<file path="config.mk">
export PLATFORM = sky130hd
export DESIGN_NAME = bitstuff_codec_flat
export DESIGN_NICKNAME = d
export VERILOG_FILES = /design/src/rtl/bitstuff_codec_if.sv /design/src/rtl/bitstuff_codec.sv /design/src/flat_wrapper.sv
export SDC_FILE = /design/constraint.sdc
export NUM_CORES = 1
export LEC_CHECK = 0
export CORE_MARGIN = 4
export CORE_UTILIZATION = 35
export DETAILED_ROUTE_END_ITERATION = 6
export SYNTH_ARGS = -nofsm -noshare
export SYNTH_HDL_FRONTEND = slang
export SYNTH_SLANG_ARGS = --single-unit
export TNS_END_PERCENT = 5
</file>
<file path="constraint.sdc">
create_clock -name clk -period 2.5 [get_ports clk]
set_input_delay 0.5 -clock clk [delete_from_list [all_inputs] [get_ports clk]]
set_output_delay 0.5 -clock clk [all_outputs]
set_load 0.01 [all_outputs]
</file>
<file path="src/rtl/bitstuff_codec_if.sv">
// rtl/bitstuff_codec_if.sv - control and serial handshake bundle for bitstuff_codec
interface bitstuff_codec_if;
    logic start;
    logic mode;
    logic endb;
    logic in_bit;
    logic in_valid;
    logic in_ready;
    logic out_bit;
    logic out_valid;
    logic start_nrzi;
    logic done;
    logic active;
    logic stuff_err;

    modport master (
        output start, mode, endb, in_bit, in_valid,
        input  in_ready, out_bit, out_valid, start_nrzi, done, active, stuff_err
    );

    modport slave (
        input  start, mode, endb, in_bit, in_valid,
        output in_ready, out_bit, out_valid, start_nrzi, done, active, stuff_err
    );
endinterface

</file>
<file path="src/rtl/bitstuff_codec.sv">
// rtl/bitstuff_codec.sv - USB-style bit stuffer (TX) / unstuffer (RX) with header bypass
module bitstuff_codec #(
    parameter int RUN_LEN     = 6,
    parameter int BYPASS_BITS = 16
) (
    input  logic             clk,
    input  logic             rst_n,
    bitstuff_codec_if.slave  bus
);
    localparam int OW = $clog2(RUN_LEN + 1);
    localparam int BW = (BYPASS_BITS > 0) ? $clog2(BYPASS_BITS + 1) : 1;
    localparam logic [OW-1:0] RUN_MAX  = OW'(RUN_LEN);
    localparam logic [BW-1:0] BYP_LAST = BW'(BYPASS_BITS);

    typedef enum logic [1:0] {
        S_IDLE,
        S_BYPASS,
        S_RUN,
        S_INSERT
    } state_t;

    state_t          state_q, state_d;
    logic            mode_q, mode_d;
    logic [OW-1:0]   ones_q, ones_d;
    logic [BW-1:0]   byp_q, byp_d;
    logic            stuff_err_q, stuff_err_d;

    logic [OW-1:0]   ones_inc;
    logic [BW-1:0]   byp_inc;
    logic            in_ready_c;
    logic            out_bit_c;
    logic            out_valid_c;
    logic            start_nrzi_c;
    logic            done_c;

    assign ones_inc = ones_q + OW'(1);
    assign byp_inc  = byp_q + BW'(1);

    // State and counter registers; reset drops any pending insertion
    always_ff @(posedge clk or negedge rst_n) begin
        if (!rst_n) begin
            state_q     <= S_IDLE;
            mode_q      <= 1'b0;
            ones_q      <= '0;
            byp_q       <= '0;
            stuff_err_q <= 1'b0;
        end else begin
            state_q     <= state_d;
            mode_q      <= mode_d;
            ones_q      <= ones_d;
            byp_q       <= byp_d;
            stuff_err_q <= stuff_err_d;
        end
    end

    // Next-state, counter updates and the zero-latency serial datapath
    always_comb begin
        state_d      = state_q;
        mode_d       = mode_q;
        ones_d       = ones_q;
        byp_d        = byp_q;
        stuff_err_d  = stuff_err_q;
        in_ready_c   = 1'b0;
        out_bit_c    = 1'b0;
        out_valid_c  = 1'b0;
        start_nrzi_c = 1'b0;
        done_c       = 1'b0;

        case (state_q)
            S_IDLE: begin
                // start wins over endb here; gated by rst_n so nothing leaks during reset
                if (bus.start && rst_n) begin
                    start_nrzi_c = 1'b1;
                    mode_d       = bus.mode;
                    stuff_err_d  = 1'b0;
                    ones_d       = '0;
                    byp_d        = '0;
                    state_d      = (BYPASS_BITS == 0) ? S_RUN : S_BYPASS;
                end
            end

            S_BYPASS: begin
                if (bus.endb) begin
                    done_c  = 1'b1;
                    state_d = S_IDLE;
                end else begin
                    in_ready_c = 1'b1;
                    if (bus.in_valid) begin
                        out_valid_c = 1'b1;
                        out_bit_c   = bus.in_bit;
                        byp_d       = byp_inc;
                        if (byp_inc == BYP_LAST) begin
                            state_d = S_RUN;
                        end
                    end
                end
            end

            S_RUN: begin
                if (bus.endb) begin
                    done_c  = 1'b1;
                    state_d = S_IDLE;
                end else begin
                    in_ready_c = 1'b1;
                    if (bus.in_valid) begin
                        if (!mode_q || (ones_q != RUN_MAX)) begin
                            out_valid_c = 1'b1;
                            out_bit_c   = bus.in_bit;
                            if (bus.in_bit) begin
                                ones_d = ones_inc;
                                if (!mode_q && (ones_inc == RUN_MAX)) begin
                                    state_d = S_INSERT;
                                end
                            end else begin
                                ones_d = '0;
                            end
                        end else if (!bus.in_bit) begin
                            // RX: this is the stuffed zero, swallow it
                            ones_d = '0;
                        end else begin
                            stuff_err_d = 1'b1;
                            done_c      = 1'b1;
                            state_d     = S_IDLE;
                        end
                    end
                end
            end

            S_INSERT: begin
                // endb is deliberately not looked at: the stuffed zero always goes out first
                out_valid_c = 1'b1;
                out_bit_c   = 1'b0;
                ones_d      = '0;
                state_d     = S_RUN;
            end

            default: begin
                state_d = S_IDLE;
            end
        endcase
    end

    assign bus.in_ready   = in_ready_c;
    assign bus.out_bit    = out_bit_c;
    assign bus.out_valid  = out_valid_c;
    assign bus.start_nrzi = start_nrzi_c;
    assign bus.done       = done_c;
    assign bus.active     = (state_q != S_IDLE);
    assign bus.stuff_err  = stuff_err_q;
endmodule

</file>
<file path="src/flat_wrapper.sv">
// flat-port wrapper written by rule: the top's interface ports become plain ports
module bitstuff_codec_flat 
#(
    parameter int RUN_LEN     = 6,
    parameter int BYPASS_BITS = 16
)
  (clk, rst_n, bus_start, bus_mode, bus_endb, bus_in_bit, bus_in_valid, bus_in_ready, bus_out_bit, bus_out_valid, bus_start_nrzi, bus_done, bus_active, bus_stuff_err);
  bitstuff_codec_if bus_i ();
  input  logic clk;
  input  logic rst_n;
  input wire logic [$bits(bus_i.start)-1:0] bus_start;
  input wire logic [$bits(bus_i.mode)-1:0] bus_mode;
  input wire logic [$bits(bus_i.endb)-1:0] bus_endb;
  input wire logic [$bits(bus_i.in_bit)-1:0] bus_in_bit;
  input wire logic [$bits(bus_i.in_valid)-1:0] bus_in_valid;
  output wire logic [$bits(bus_i.in_ready)-1:0] bus_in_ready;
  output wire logic [$bits(bus_i.out_bit)-1:0] bus_out_bit;
  output wire logic [$bits(bus_i.out_valid)-1:0] bus_out_valid;
  output wire logic [$bits(bus_i.start_nrzi)-1:0] bus_start_nrzi;
  output wire logic [$bits(bus_i.done)-1:0] bus_done;
  output wire logic [$bits(bus_i.active)-1:0] bus_active;
  output wire logic [$bits(bus_i.stuff_err)-1:0] bus_stuff_err;
  assign bus_i.start = bus_start;
  assign bus_i.mode = bus_mode;
  assign bus_i.endb = bus_endb;
  assign bus_i.in_bit = bus_in_bit;
  assign bus_i.in_valid = bus_in_valid;
  assign bus_in_ready = bus_i.in_ready;
  assign bus_out_bit = bus_i.out_bit;
  assign bus_out_valid = bus_i.out_valid;
  assign bus_start_nrzi = bus_i.start_nrzi;
  assign bus_done = bus_i.done;
  assign bus_active = bus_i.active;
  assign bus_stuff_err = bus_i.stuff_err;
  bitstuff_codec #(.RUN_LEN(RUN_LEN), .BYPASS_BITS(BYPASS_BITS)) u_core (.clk(clk), .rst_n(rst_n), .bus(bus_i));
endmodule
</file>
==> impl_results.html, run 1 <==
<table>
<tr><th>Metric</th><th>Value</th></tr>
<tr><th colspan="2">Synthesis</th></tr>
<tr><td>Synth area leaders</td><td>sky130_fd_sc_hd__dfrtp_1, sky130_fd_sc_hd__ha_1, sky130_fd_sc_hd__o21ai_0</td></tr>
<tr><td>Main flop type after synthesis</td><td>sky130_fd_sc_hd__dfrtp_1</td></tr>
<tr><td>Cell area after synthesis</td><td>856 um^2</td></tr>
<tr><td>Mux share of post-synthesis cell area</td><td>1.32%</td></tr>
<tr><td>Share of the synthesized area in the top cell type</td><td>around a third</td></tr>
<tr><td>Post-synthesis compound-gate area fraction</td><td>22.5%</td></tr>
<tr><td>Syn nets</td><td>115</td></tr>
<tr><td>Area fraction in and, or, nand and nor cells after synthesis</td><td>19.9%</td></tr>
<tr><td>Distinct cell type count of the synthesized netlist</td><td>30</td></tr>
<tr><td>Proportion of synthesized chip area in sequential cells</td><td>35.1%</td></tr>
<tr><td>Register bit total from synthesis</td><td>12</td></tr>
<tr><td>Per-instance average area after synthesis</td><td>8.64 um^2</td></tr>
<tr><td>Number of enable-type register cells in the synthesized netlist</td><td>0</td></tr>
<tr><td>Number of instances in the synthesized netlist</td><td>around 100</td></tr>
<tr><td>Combinational family with the most area after synthesis</td><td>compound AO/OA/AOI/OAI gates</td></tr>
<tr><td>Post-synthesis adder-cell area fraction</td><td>between 10% and 20%</td></tr>
<tr><td>Fraction of synthesis flops using an asynchronous set or reset pin</td><td>100%</td></tr>
<tr><td>Yosys warns</td><td>0</td></tr>
<tr><td>Leading area contributor after synthesis</td><td>sky130_fd_sc_hd__dfrtp_1</td></tr>
<tr><td>Xor and xnor area share after synthesis</td><td>3.07%</td></tr>
<tr><th colspan="2">Clock tree</th></tr>
<tr><td>Clock-pin slew on the worst setup and hold paths</td><td>approximately 80 ps</td></tr>
<tr><td>Number of buffers inserted by hold repair at cts</td><td>0</td></tr>
<tr><td>Clock tree from TritonCTS</td><td>yes</td></tr>
<tr><td>Clock root buffer</td><td>sky130_fd_sc_hd__clkbuf_4</td></tr>
<tr><td>Deepest level of the CTS H-tree</td><td>1</td></tr>
<tr><td>Number of clock sinks</td><td>12</td></tr>
<tr><td>Cts bufs inserted</td><td>3</td></tr>
<tr><td>Maximum count of clock buffers along a single path</td><td>2</td></tr>
<tr><td>Clock insertion delay at the later pin of the skew report</td><td>270 ps</td></tr>
<tr><th colspan="2">Global route</th></tr>
<tr><td>Total congestion overflow</td><td>0</td></tr>
<tr><td>Largest net degree at the start of global routing</td><td>14</td></tr>
<tr><td>Initial antenna violation count</td><td>0</td></tr>
<tr><td>First-pass GRT wire length</td><td>3090 um</td></tr>
<tr><td>Vias in the first global route</td><td>725</td></tr>
<tr><td>Overall track demand over capacity in global routing</td><td>approximately an eighth</td></tr>
<tr><th colspan="2">Timing</th></tr>
<tr><td>Unrepaired setup endpoints after global routing</td><td>false</td></tr>
<tr><td>Headroom to the max-slew limit</td><td>82.0%</td></tr>
<tr><td>Final Max Tran Viols</td><td>0</td></tr>
<tr><td>Worst Hold Margin</td><td>approximately 540 ps</td></tr>
<tr><td>Highest Clock Rate</td><td>0.426 GHz</td></tr>
<tr><td>Transition time at the pin with the least slew margin</td><td>269 ps</td></tr>
<tr><td>Setup violation total in the final timing report</td><td>0</td></tr>
<tr><td>Clock skew after layout</td><td>roughly 0.33 ps</td></tr>
<tr><td>Tcrit/Tclk final</td><td>93.8%</td></tr>
<tr><td>Minimum clock period</td><td>2340 ps</td></tr>
<tr><td>Hold violation total from the final report</td><td>0</td></tr>
<tr><th colspan="2">Worst setup path</th></tr>
<tr><td>FF-to-FF path depth</td><td>7</td></tr>
<tr><td>Worst setup SP type</td><td>register</td></tr>
<tr><td>Startpoint-to-endpoint class of the critical path</td><td>reg2out</td></tr>
<tr><td>Critical path data required time</td><td>2000 ps</td></tr>
<tr><td>Crit path DAT</td><td>around 1800 ps</td></tr>
<tr><td>Crit Path Max Fanout</td><td>6</td></tr>
<tr><td>Critical path endpoint category</td><td>output pin</td></tr>
<tr><th colspan="2">Route</th></tr>
<tr><td>Drt wl/cell</td><td>12.0 um</td></tr>
<tr><td>Via Count</td><td>745</td></tr>
<tr><td>Post-detailed-routing wire length</td><td>roughly 1800 um</td></tr>
<tr><td>Avg Vias per Cell</td><td>4.90</td></tr>
<tr><td>Detailed-route DRC error count</td><td>0</td></tr>
<tr><td>Violation count after the first detailed-routing iteration</td><td>12</td></tr>
<tr><td>First-pass DRT Iterations</td><td>4</td></tr>
<tr><td>Post-DRT Antenna Nets</td><td>0</td></tr>
<tr><th colspan="2">Run</th></tr>
<tr><td>Maximum Capacitance Violations</td><td>0</td></tr>
<tr><th colspan="2">Floorplanning</th></tr>
<tr><td>Die W</td><td>57.5 um</td></tr>
<tr><td>Vertical die dimension</td><td>~57 um</td></tr>
<tr><td>Boundary Pins</td><td>14</td></tr>
<tr><td>Die ar.</td><td>3300 um^2</td></tr>
<tr><td>Number of core rows</td><td>17</td></tr>
<tr><td>Area of the placeable core</td><td>2280 um^2</td></tr>
<tr><td>Effective utilization at floorplan</td><td>37.6%</td></tr>
<tr><th colspan="2">Min path</th></tr>
<tr><td>Hold Path Cell Cnt</td><td>2</td></tr>
<tr><td>Classification of the worst-slack hold path</td><td>reg2reg</td></tr>
<tr><th colspan="2">Cells and area</th></tr>
<tr><td>Commonest cells after routing, fill and taps aside</td><td>sky130_fd_sc_hd__o21ai_0, sky130_fd_sc_hd__dfrtp_1, sky130_fd_sc_hd__nand2_1, sky130_fd_sc_hd__clkdlybuf4s50_1, sky130_fd_sc_hd__buf_4</td></tr>
<tr><td>Post-layout net count</td><td>141</td></tr>
<tr><td>Footprint of the multi-input gates</td><td>549 um^2</td></tr>
<tr><td>Storage cell area</td><td>302 um^2</td></tr>
<tr><td>Area growth from synthesis to layout</td><td>35.5%</td></tr>
<tr><td>Total of fill cells in the finished design</td><td>approximately 220</td></tr>
<tr><td>Share of layout cells above drive strength 1</td><td>a little under a fifth</td></tr>
<tr><td>Diodes inserted</td><td>0</td></tr>
<tr><th colspan="2">Power and ir drop</th></tr>
<tr><td>VDD IR max</td><td>379 uV</td></tr>
<tr><td>Overall power consumption</td><td>0.000971 W</td></tr>
<tr><td>Power per cell area</td><td>about 840 nW/um^2</td></tr>
<tr><td>Leakage power</td><td>0.558 nW</td></tr>
<tr><th colspan="2">Placed design</th></tr>
<tr><td>HPWL after detailed placement</td><td>~1400 um</td></tr>
<tr><td>Routability-driven placement congestion ratio</td><td>0.810</td></tr>
<tr><td>Buffers added on ports</td><td>13</td></tr>
<tr><th colspan="2">Outcome</th></tr>
<tr><td>Outcome</td><td>complete, no violations</td></tr>
</table>
[report_power, final]
group | switching [W] | leakage [nW] | internal, W
sequential | 0.0000545 | 0.160 | 0.000242
combinational | 0.000257 | 0.377 | 0.000265
clock | 0.0000644 | 0.0210 | 0.0000884
total | 0.000376 | 0.558 | 0.000595
[cell families (layout without fill, tap and decap cells)]
kind of cell	Yosys count	count (layout)
simple gates	34	34
compound gates	29	29
flops	12	12
buf+inv	11	36
fa+ha+maj	9	9
xor+xnor	3	3
mux	1	1
[state kept, by name, indices dropped and copies added, names as in the netlist]
name                  cells
u_core.state_q            2
u_core.ones_q             3
u_core.bus.stuff_err      1
u_core.byp_q              5
u_core.mode_q             1
[Yosys cell counts, types with 2 or more instances]
cell type	n
sky130_fd_sc_hd__a21o_1	3
sky130_fd_sc_hd__nor3_1	2
sky130_fd_sc_hd__nand3_1	5
sky130_fd_sc_hd__nand2b_1	3
sky130_fd_sc_hd__a211o_1	2
sky130_fd_sc_hd__a21oi_1	5
sky130_fd_sc_hd__nor4_1	2
sky130_fd_sc_hd__xor2_1	3
sky130_fd_sc_hd__inv_1	10
sky130_fd_sc_hd__nand2_1	10
sky130_fd_sc_hd__dfrtp_1	12
sky130_fd_sc_hd__nor2_1	6
sky130_fd_sc_hd__ha_1	9
sky130_fd_sc_hd__o21ai_0	11
[stage by stage]
step | util [%] | std cells | area, um^2 | TNS (ps) | worst slack [ps]
after floorplan | - | 99 | 856 | 0 | 682
after global placement | 47.3 | 147 | 1080 | -9.70 | -9.70
after detailed placement | 47.3 | 147 | 1080 | -12.8 | -12.8
after CTS | 49.0 | 151 | 1110 | 0 | 0.772
after global routing | 51.0 | 152 | 1160 | 0 | 43.1
final | 51.0 | 152 | 1160 | 0 | 155
[timing repair]
| action | CTS | global route |
|---|---|---|
| gates resized for setup | 4 | 10 |
| hold endpoints to repair | 0 | 0 |
| setup buffers | 0 | 1 |
| setup endpoints to repair | 3 | 2 |
[path summary, 6_finish.rpt]
path                              startpoint                end  slack (ps)
max                        u_core.state_q[1]     bus_start_nrzi         160
min                          u_core.byp_q[1]    u_core.byp_q[1]         540
max reg2reg                u_core.state_q[0]   u_core.ones_q[2]         710
min reg2reg                  u_core.byp_q[1]    u_core.byp_q[1]         540
max in group asynchronous              rst_n  u_core.state_q[0]        1730
min in group asynchronous              rst_n      u_core.mode_q         590
[critical path, cell delays in order, from the launching register on]
cell and delay (ps):
sky130_fd_sc_hd__dfrtp_1 430, sky130_fd_sc_hd__inv_2 130, sky130_fd_sc_hd__ha_2 250, sky130_fd_sc_hd__and3_1 210, sky130_fd_sc_hd__clkdlybuf4s50_1 560
[layer usage]
| layer | global-route usage [%] | vias to the layer above | wire length (um) |
|---|---|---|---|
| li1 | - | 398 | - |
| met1 | 16.0 | 334 | 924 |
| met2 | 17.7 | 11 | 807 |
| met3 | 2.94 | 2 | 74 |
| met4 | 4.97 | 0 | 17 |
| met5 | 0 | - | 0 |
[cell type report]
class | instances | share of cell area [%]
Multi-Input combinational cell | 76 | 47.4
Sequential cell | 12 | 26.0
Timing Repair Buffer | 22 | 17.3
Clock buffer | 4 | 3.13
Tap cell | 28 | 3.02
Inverter | 10 | 3.24
Power figures use the tool's default switching activity.
==> run 2: changes to the inputs <==
- CAP_MARGIN: not set -> 40
==> results of run 2 <==
No change in the layout: final DEF, timing and power equal those of run 1.
